<file path="src/rtl/fetch_unit_if.sv">
// Instruction-memory read port shared by the fetch stage (master) and the memory (slave).
// Handshake: the master raises mem_req with a stable mem_addr and holds both until the
// slave returns mem_ack for one cycle; mem_rdata is valid only in that ack cycle.
interface fetch_unit_if;
  logic        mem_req;
  logic [31:0] mem_addr;
  logic [31:0] mem_rdata;
  logic        mem_ack;

  modport master (output mem_req, output mem_addr, input mem_rdata, input mem_ack);
  modport slave  (input mem_req, input mem_addr, output mem_rdata, output mem_ack);
endinterface

</file>
<file path="src/rtl/fetch_unit.sv">
// Fetch stage of the multicycle RV32I core: PC, instruction register, memory read
// handshake with timeout, and combinational decode of the instruction fields.
module fetch_unit #(
  parameter logic [31:0] RESET_PC = 32'h0000_0000,
  parameter int unsigned TIMEOUT  = 255
) (
  input  logic              clk,
  input  logic              reset,
  input  logic              fetch_req,
  input  logic              pc_write,
  input  logic [31:0]       pc_next,
  fetch_unit_if.master      mem,
  output logic              instr_valid,
  output logic [31:0]       instr,
  output logic [31:0]       pc,
  output logic [31:0]       old_pc,
  output logic [6:0]        opcode,
  output logic [2:0]        func3,
  output logic [6:0]        func7,
  output logic [4:0]        rd,
  output logic [4:0]        rs1,
  output logic [4:0]        rs2,
  output logic              busy,
  output logic              fetch_fault,
  output logic [1:0]        state_dbg
);

  typedef enum logic [1:0] {
    IDLE  = 2'd0,
    WAIT  = 2'd1,
    FAULT = 2'd2
  } state_t;

  localparam logic [31:0] NOP = 32'h0000_0013;

  state_t      state;
  logic [7:0]  cnt;
  logic [31:0] pend;
  logic        pend_v;

  always_ff @(posedge clk) begin
    if (reset) begin
      state        <= IDLE;
      pc           <= RESET_PC;
      old_pc       <= 32'h0;
      instr        <= NOP;
      instr_valid  <= 1'b0;
      mem.mem_req  <= 1'b0;
      mem.mem_addr <= 32'h0;
      busy         <= 1'b0;
      fetch_fault  <= 1'b0;
      cnt          <= 8'd0;
      pend         <= 32'h0;
      pend_v       <= 1'b0;
    end else begin
      case (state)
        IDLE: begin
          if (pc_write)    pc <= pc_next;
          else if (pend_v) pc <= pend;
          pend_v <= 1'b0;
          // The fetch address is latched from the current pc, so a same-edge
          // pc_write only affects the following instruction.
          if (fetch_req) begin
            if (pc[1:0] == 2'b00) begin
              state        <= WAIT;
              mem.mem_req  <= 1'b1;
              mem.mem_addr <= pc;
              busy         <= 1'b1;
              instr_valid  <= 1'b0;
              cnt          <= 8'd0;
            end else begin
              state       <= FAULT;
              fetch_fault <= 1'b1;
            end
          end
        end

        WAIT: begin
          if (pc_write) begin
            pend   <= pc_next;
            pend_v <= 1'b1;
          end
          if (mem.mem_ack) begin
            instr       <= mem.mem_rdata;
            old_pc      <= mem.mem_addr;
            instr_valid <= 1'b1;
            state       <= IDLE;
            mem.mem_req <= 1'b0;
            busy        <= 1'b0;
            pend_v      <= 1'b0;
            // A write on the completing edge is newer than any pending one.
            if (pc_write)    pc <= pc_next;
            else if (pend_v) pc <= pend;
          end else if (({1'b0, cnt} + 9'd1) == 9'(TIMEOUT)) begin
            state       <= FAULT;
            mem.mem_req <= 1'b0;
            busy        <= 1'b0;
            fetch_fault <= 1'b1;
          end else begin
            cnt <= cnt + 8'd1;
          end
        end

        FAULT: begin
          state <= FAULT;
        end

        default: begin
          state <= IDLE;
        end
      endcase
    end
  end

  assign opcode    = instr[6:0];
  assign rd        = instr[11:7];
  assign func3     = instr[14:12];
  assign rs1       = instr[19:15];
  assign rs2       = instr[24:20];
  assign func7     = instr[31:25];
  assign state_dbg = state;

endmodule

</file>
<file path="src/flat_wrapper.sv">
// flat-port wrapper written by rule: the top's interface ports become plain ports
module fetch_unit_flat 
#(
  parameter logic [31:0] RESET_PC = 32'h0000_0000,
  parameter int unsigned TIMEOUT  = 255
)
  (clk, reset, fetch_req, pc_write, pc_next, instr_valid, instr, pc, old_pc, opcode, func3, func7, rd, rs1, rs2, busy, fetch_fault, state_dbg, mem_mem_req, mem_mem_addr, mem_mem_rdata, mem_mem_ack);
  fetch_unit_if mem_i ();
  input  logic clk;
  input  logic reset;
  input  logic fetch_req;
  input  logic pc_write;
  input  logic [31:0] pc_next;
  output logic instr_valid;
  output logic [31:0] instr;
  output logic [31:0] pc;
  output logic [31:0] old_pc;
  output logic [6:0] opcode;
  output logic [2:0] func3;
  output logic [6:0] func7;
  output logic [4:0] rd;
  output logic [4:0] rs1;
  output logic [4:0] rs2;
  output logic busy;
  output logic fetch_fault;
  output logic [1:0] state_dbg;
  output wire logic [$bits(mem_i.mem_req)-1:0] mem_mem_req;
  output wire logic [$bits(mem_i.mem_addr)-1:0] mem_mem_addr;
  input wire logic [$bits(mem_i.mem_rdata)-1:0] mem_mem_rdata;
  input wire logic [$bits(mem_i.mem_ack)-1:0] mem_mem_ack;
  assign mem_mem_req = mem_i.mem_req;
  assign mem_mem_addr = mem_i.mem_addr;
  assign mem_i.mem_rdata = mem_mem_rdata;
  assign mem_i.mem_ack = mem_mem_ack;
  fetch_unit #(.RESET_PC(RESET_PC), .TIMEOUT(TIMEOUT)) u_core (.clk(clk), .reset(reset), .fetch_req(fetch_req), .pc_write(pc_write), .pc_next(pc_next), .mem(mem_i), .instr_valid(instr_valid), .instr(instr), .pc(pc), .old_pc(old_pc), .opcode(opcode), .func3(func3), .func7(func7), .rd(rd), .rs1(rs1), .rs2(rs2), .busy(busy), .fetch_fault(fetch_fault), .state_dbg(state_dbg));
endmodule
</file>
<file path="config.mk">
export PLATFORM = sky130hd
export DESIGN_NAME = fetch_unit_flat
export DESIGN_NICKNAME = d
export VERILOG_FILES = /design/src/rtl/fetch_unit_if.sv /design/src/rtl/fetch_unit.sv /design/src/flat_wrapper.sv
export SDC_FILE = /design/constraint.sdc
export NUM_CORES = 1
export LEC_CHECK = 0
export CELL_PAD_IN_SITES_DETAIL_PLACEMENT = 1
export CELL_PAD_IN_SITES_GLOBAL_PLACEMENT = 1
export CORE_MARGIN = 1.5
export CORE_UTILIZATION = 35
export DETAILED_ROUTE_END_ITERATION = 7
export GPL_TIMING_DRIVEN = 1
export PLACE_DENSITY_LB_ADDON = 0.08
export SLEW_MARGIN = 5
export SYNTH_ARGS = -nofsm -noshare
export SYNTH_HDL_FRONTEND = slang
export SYNTH_SLANG_ARGS = --single-unit
</file>
<file path="constraint.sdc">
create_clock -name clk -period 5.6 [get_ports clk]
set_input_delay 1.12 -clock clk [delete_from_list [all_inputs] [get_ports clk]]
set_output_delay 1.12 -clock clk [all_outputs]
set_load 0.01 [all_outputs]
</file>
==> flow_metrics.py <==
metrics = {
    "power_and_ir_drop": {
        "vdd_drop_max_mv": 0.2155,
        "p_leak_uw": 0.003362,
        "p_per_area_mw_per_mm2": 332.3,
    },
    "timing": {
        "min_period_over_period_pct": 55.44,
        "fin_skew_ns": 0.01119,
        "relSlewSlack_pct": 33.67,
        "finalHoldViolCount": 0,
        "slew_viol_final": 0,
        "period_minus_slack_ns": 3.105,
        "setup_tns_ns": 0,
        "setup_viol_count_final": 0,
        "max_freq_mhz": 322.1,
        "rsz0062_at_grt": "no",
        "worstMarginPinSlew_ns": 0.9917,
    },
    "clocking": {
        "clock_sinks": 174,
        "cts-resized-gates": 0,
        "cts_max_level": 4,
        "hold_buffers": 0,
        "post-cts-setup-buffers": 0,
        "clk_pin_slew_ns": 0.07,
        "cts_root_buf": "clkbuf_16",
        "tritoncts": "built",
        "clockBufferDepth": 2,
        "numCtsBuffers": 17,
        "clkLatencyLatePin_ns": 0.44,
    },
    "global_routing": {
        "gr-usage-met3_pct": 6.210,
        "grt_pass1_vias": 5884,
        "top_usage_layer": "met2",
        "grt_pass1_wl_um": 31770,
        "grt_max_degree": 126,
        "gr-usage-all-layers_pct": 20.20,
        "antenna_found_initial": 1,
        "grtUsageMet1_pct": 25.25,
        "grt_overflow": 0,
        "globalRouteMet2Util_pct": 33.20,
    },
    "setup_path": {
        "crit_slowest_cell": "nor3_4",
        "worst_r2r_endpoint": "u_core.old_pc[18]$_SDFFE_PP0P_",
        "cp_cell_sequence": "buf_2 -> buf_4 -> nor2_1 -> nor3_4 -> buf_4 -> nor2_1 -> a211oi_1",
        "crit_fanout": 38,
        "worstSetupPathType": "in -> reg",
        "crit_required_ns": 5.95,
        "max_stage_delay_ns": 0.78,
        "regToRegStartpoint": "u_core.state_dbg[0]$_SDFFE_PP0P_",
        "r2r_cells": 5,
        "worstPathArrival_ns": 3.46,
        "cp-start-kind": "input pin",
        "reg2reg_setup_slack_ns": 3.16,
        "end_kind": "flop",
    },
    "drt": {
        "viasPerCell": 4.890,
        "drt_wl_total_um": 20190,
        "ant_nets": 0,
        "num_vias": 6074,
        "wl_per_cell_um": 16.26,
        "drt-initial-drc-count": 217,
        "drtPass1Iterations": 4,
        "post-route-drc-count": 0,
    },
    "hold_path": {
        "min_from": "u_core.pend[14]$_SDFFE_PP0P_",
        "hold_depth": 2,
        "hold_end": "u_core.pend[14]$_SDFFE_PP0P_",
        "min_path_type": "reg -> reg",
    },
    "floorplanning": {
        "die-width_um": 141.7,
        "coreArea_mm2": 0.01877,
        "die-area_mm2": 0.02008,
        "rows": 50,
        "chipHeight_um": 141.7,
        "top_level_ports": 235,
        "start_util_pct": 35.88,
    },
    "synthesis": {
        "seq_area_frac_synth_pct": 51.73,
        "syn_nets": 896,
        "ys_types": 39,
        "ys_ff_latch": 174,
        "avgSynthCellArea_um2": 8.162,
        "yosys_warnings": 0,
        "synth_area_mm2": 0.006734,
        "synth_cells": 825,
    },
    "cells_and_area": {
        "area_growth_pct": 42.60,
        "nNetsFinal": 1066,
        "drive_gt1_share_pct": 4.960,
        "final_cells": 1242,
        "final_area_mm2": 0.009603,
        "antenna_cells": 0,
    },
    "placement": {
        "post-place-cells": 1210,
        "placement.io_buffers": 234,
        "placedInstanceArea_mm2": 0.008981,
        "routabilityCongestion": 0.7296,
        "dp_hpwl_um": 13730,
    },
    "status": {
        "status": "finished clean",
    },
    "job": {
        "drv_cap": 0,
    },
}
-- worst max-delay path: cells and delay by family --
kind	cells	cell delay [ns]
AO/OA/AOI/OAI	1	0.21
AND/OR/NAND/NOR	3	1.02
buffers and inverters	3	1.07
-- power breakdown --
| part | internal, uW | switching [uW] | total (uW) |
|---|---|---|---|
| Clock | 720 | 545 | 1260 |
| Sequential | 1320 | 68.6 | 1390 |
| Combinational | 254 | 284 | 538 |
-- cell type report --
class | instances | area (um^2)
Clock buffer | 17 | 425.4
Multi-Input combinational cell | 558 | 2790
Sequential cell | 174 | 3483
Fill cell | 2170 | 9165
Tap cell | 234 | 292.8
Clock inverter | 15 | 196.4
Timing Repair Buffer | 242 | 2407
Inverter | 2 | 7.507
-- worst max path at each step --
stage	from	to	slack (ns)	cells past startpoint
2_1_floorplan	pc_write	u_core.pc[10]$_SDFFE_PP0P_	3.19	6
3_3_place_gp	pc_write	u_core.pc[15]$_SDFFE_PP0P_	2.10	7
3_5_place_dp	pc_write	u_core.pc[9]$_SDFFE_PP0P_	1.99	7
4_1_cts	pc_write	u_core.pc[18]$_SDFFE_PP0P_	2.47	7
5_1_grt	pc_write	u_core.pc[31]$_SDFFE_PP0P_	2.18	7
6_report	pc_write	u_core.pc[18]$_SDFFE_PP0P_	2.50	7
-- synthesized netlist by cell type (all sizes together) --
cell	count	area [um^2]
a211oi	33	247.7
a21bo	1	10.01
a21boi	1	7.510
a21o	2	15.01
a21oi	133	665.6
a221oi	1	8.760
and2	4	25.02
and3	1	6.260
and3b	1	8.760
and4	1	8.760
and4b	1	10.01
buf	46	299.0
clkbuf	45	168.9
dfxtp	174	3483
ha	2	25.02
inv	2	7.510
mux2i	32	320.3
nand2	260	975.9
nand2b	4	25.02
nand3	8	40.04
nand3b	4	30.03
nand4b	1	8.760
nor2	46	172.7
nor2b	4	25.02
nor3	2	15.01
nor3b	2	15.01
o21a	1	7.510
o21ai	5	28.78
o21bai	2	15.01
o221ai	1	15.01
o22ai	2	18.77
o311ai	1	8.760
o31ai	1	7.510
or4	1	7.510
-- sequential cells by signal (all words and copies together), names as in the netlist --
name and cells:
u_core.pc 32, u_core.pend_v 1, u_core.cnt 8, u_core.instr 32
u_core.fetch_fault 1, u_core.mem.mem_addr 32, u_core.old_pc 32, u_core.pend 32
u_core.mem.mem_req 1, u_core.instr_valid 1, u_core.state_dbg 2
-- per-layer routing --
metal | share of wire [%] | vias up
met5 | 0.054 | -
li1 | - | 3043
met1 | 46 | 2828
met2 | 46 | 174
met4 | 1.7 | 2
met3 | 6.3 | 27
-- stage by stage --
stage,hold WS (ns),util (%),setup WS (ns),total power (uW)
after floorplan,0.4357,-,3.188,1675
after global placement,0.4408,47.85,2.102,1955
after detailed placement,0.4459,47.85,1.991,1965
after CTS,0.4555,51.17,2.465,3233
after global routing,0.4709,51.17,2.177,3338
final,0.4532,51.17,2.495,3191
-- cell families after synthesis --
kind of cell	count (synthesis)	synth area share [%]
mux	32	4.757
fa+ha+maj	2	0.3715
buf+inv	93	7.061
simple gates	340	20.40
compound gates	184	15.68
flops	174	51.73
-- cells in the final DEF (no fill, tap or decap), drive strengths merged, types with 2 or more instances in the layout --
| cell type | Yosys | final |
|---|---|---|
| a211oi | 33 | 33 |
| o21ai | 5 | 5 |
| nor3 | 2 | 2 |
| buf | 46 | 10 |
| dfxtp | 174 | 174 |
| o22ai | 2 | 2 |
| ha | 2 | 2 |
| clkbuf | 45 | 17 |
| a21oi | 133 | 133 |
| nand2b | 4 | 4 |
| nand3 | 8 | 8 |
| and2 | 4 | 4 |
| mux2i | 32 | 32 |
| inv | 2 | 12 |
| nor2b | 4 | 4 |
| clkdlybuf4s50 | 0 | 232 |
| a21o | 2 | 2 |
| nand2 | 260 | 260 |
| o21bai | 2 | 2 |
| nor2 | 46 | 46 |
| bufinv | 0 | 3 |
| clkinv | 0 | 2 |
| nand3b | 4 | 4 |
| nor3b | 2 | 2 |
Power figures use the tool's default switching activity.
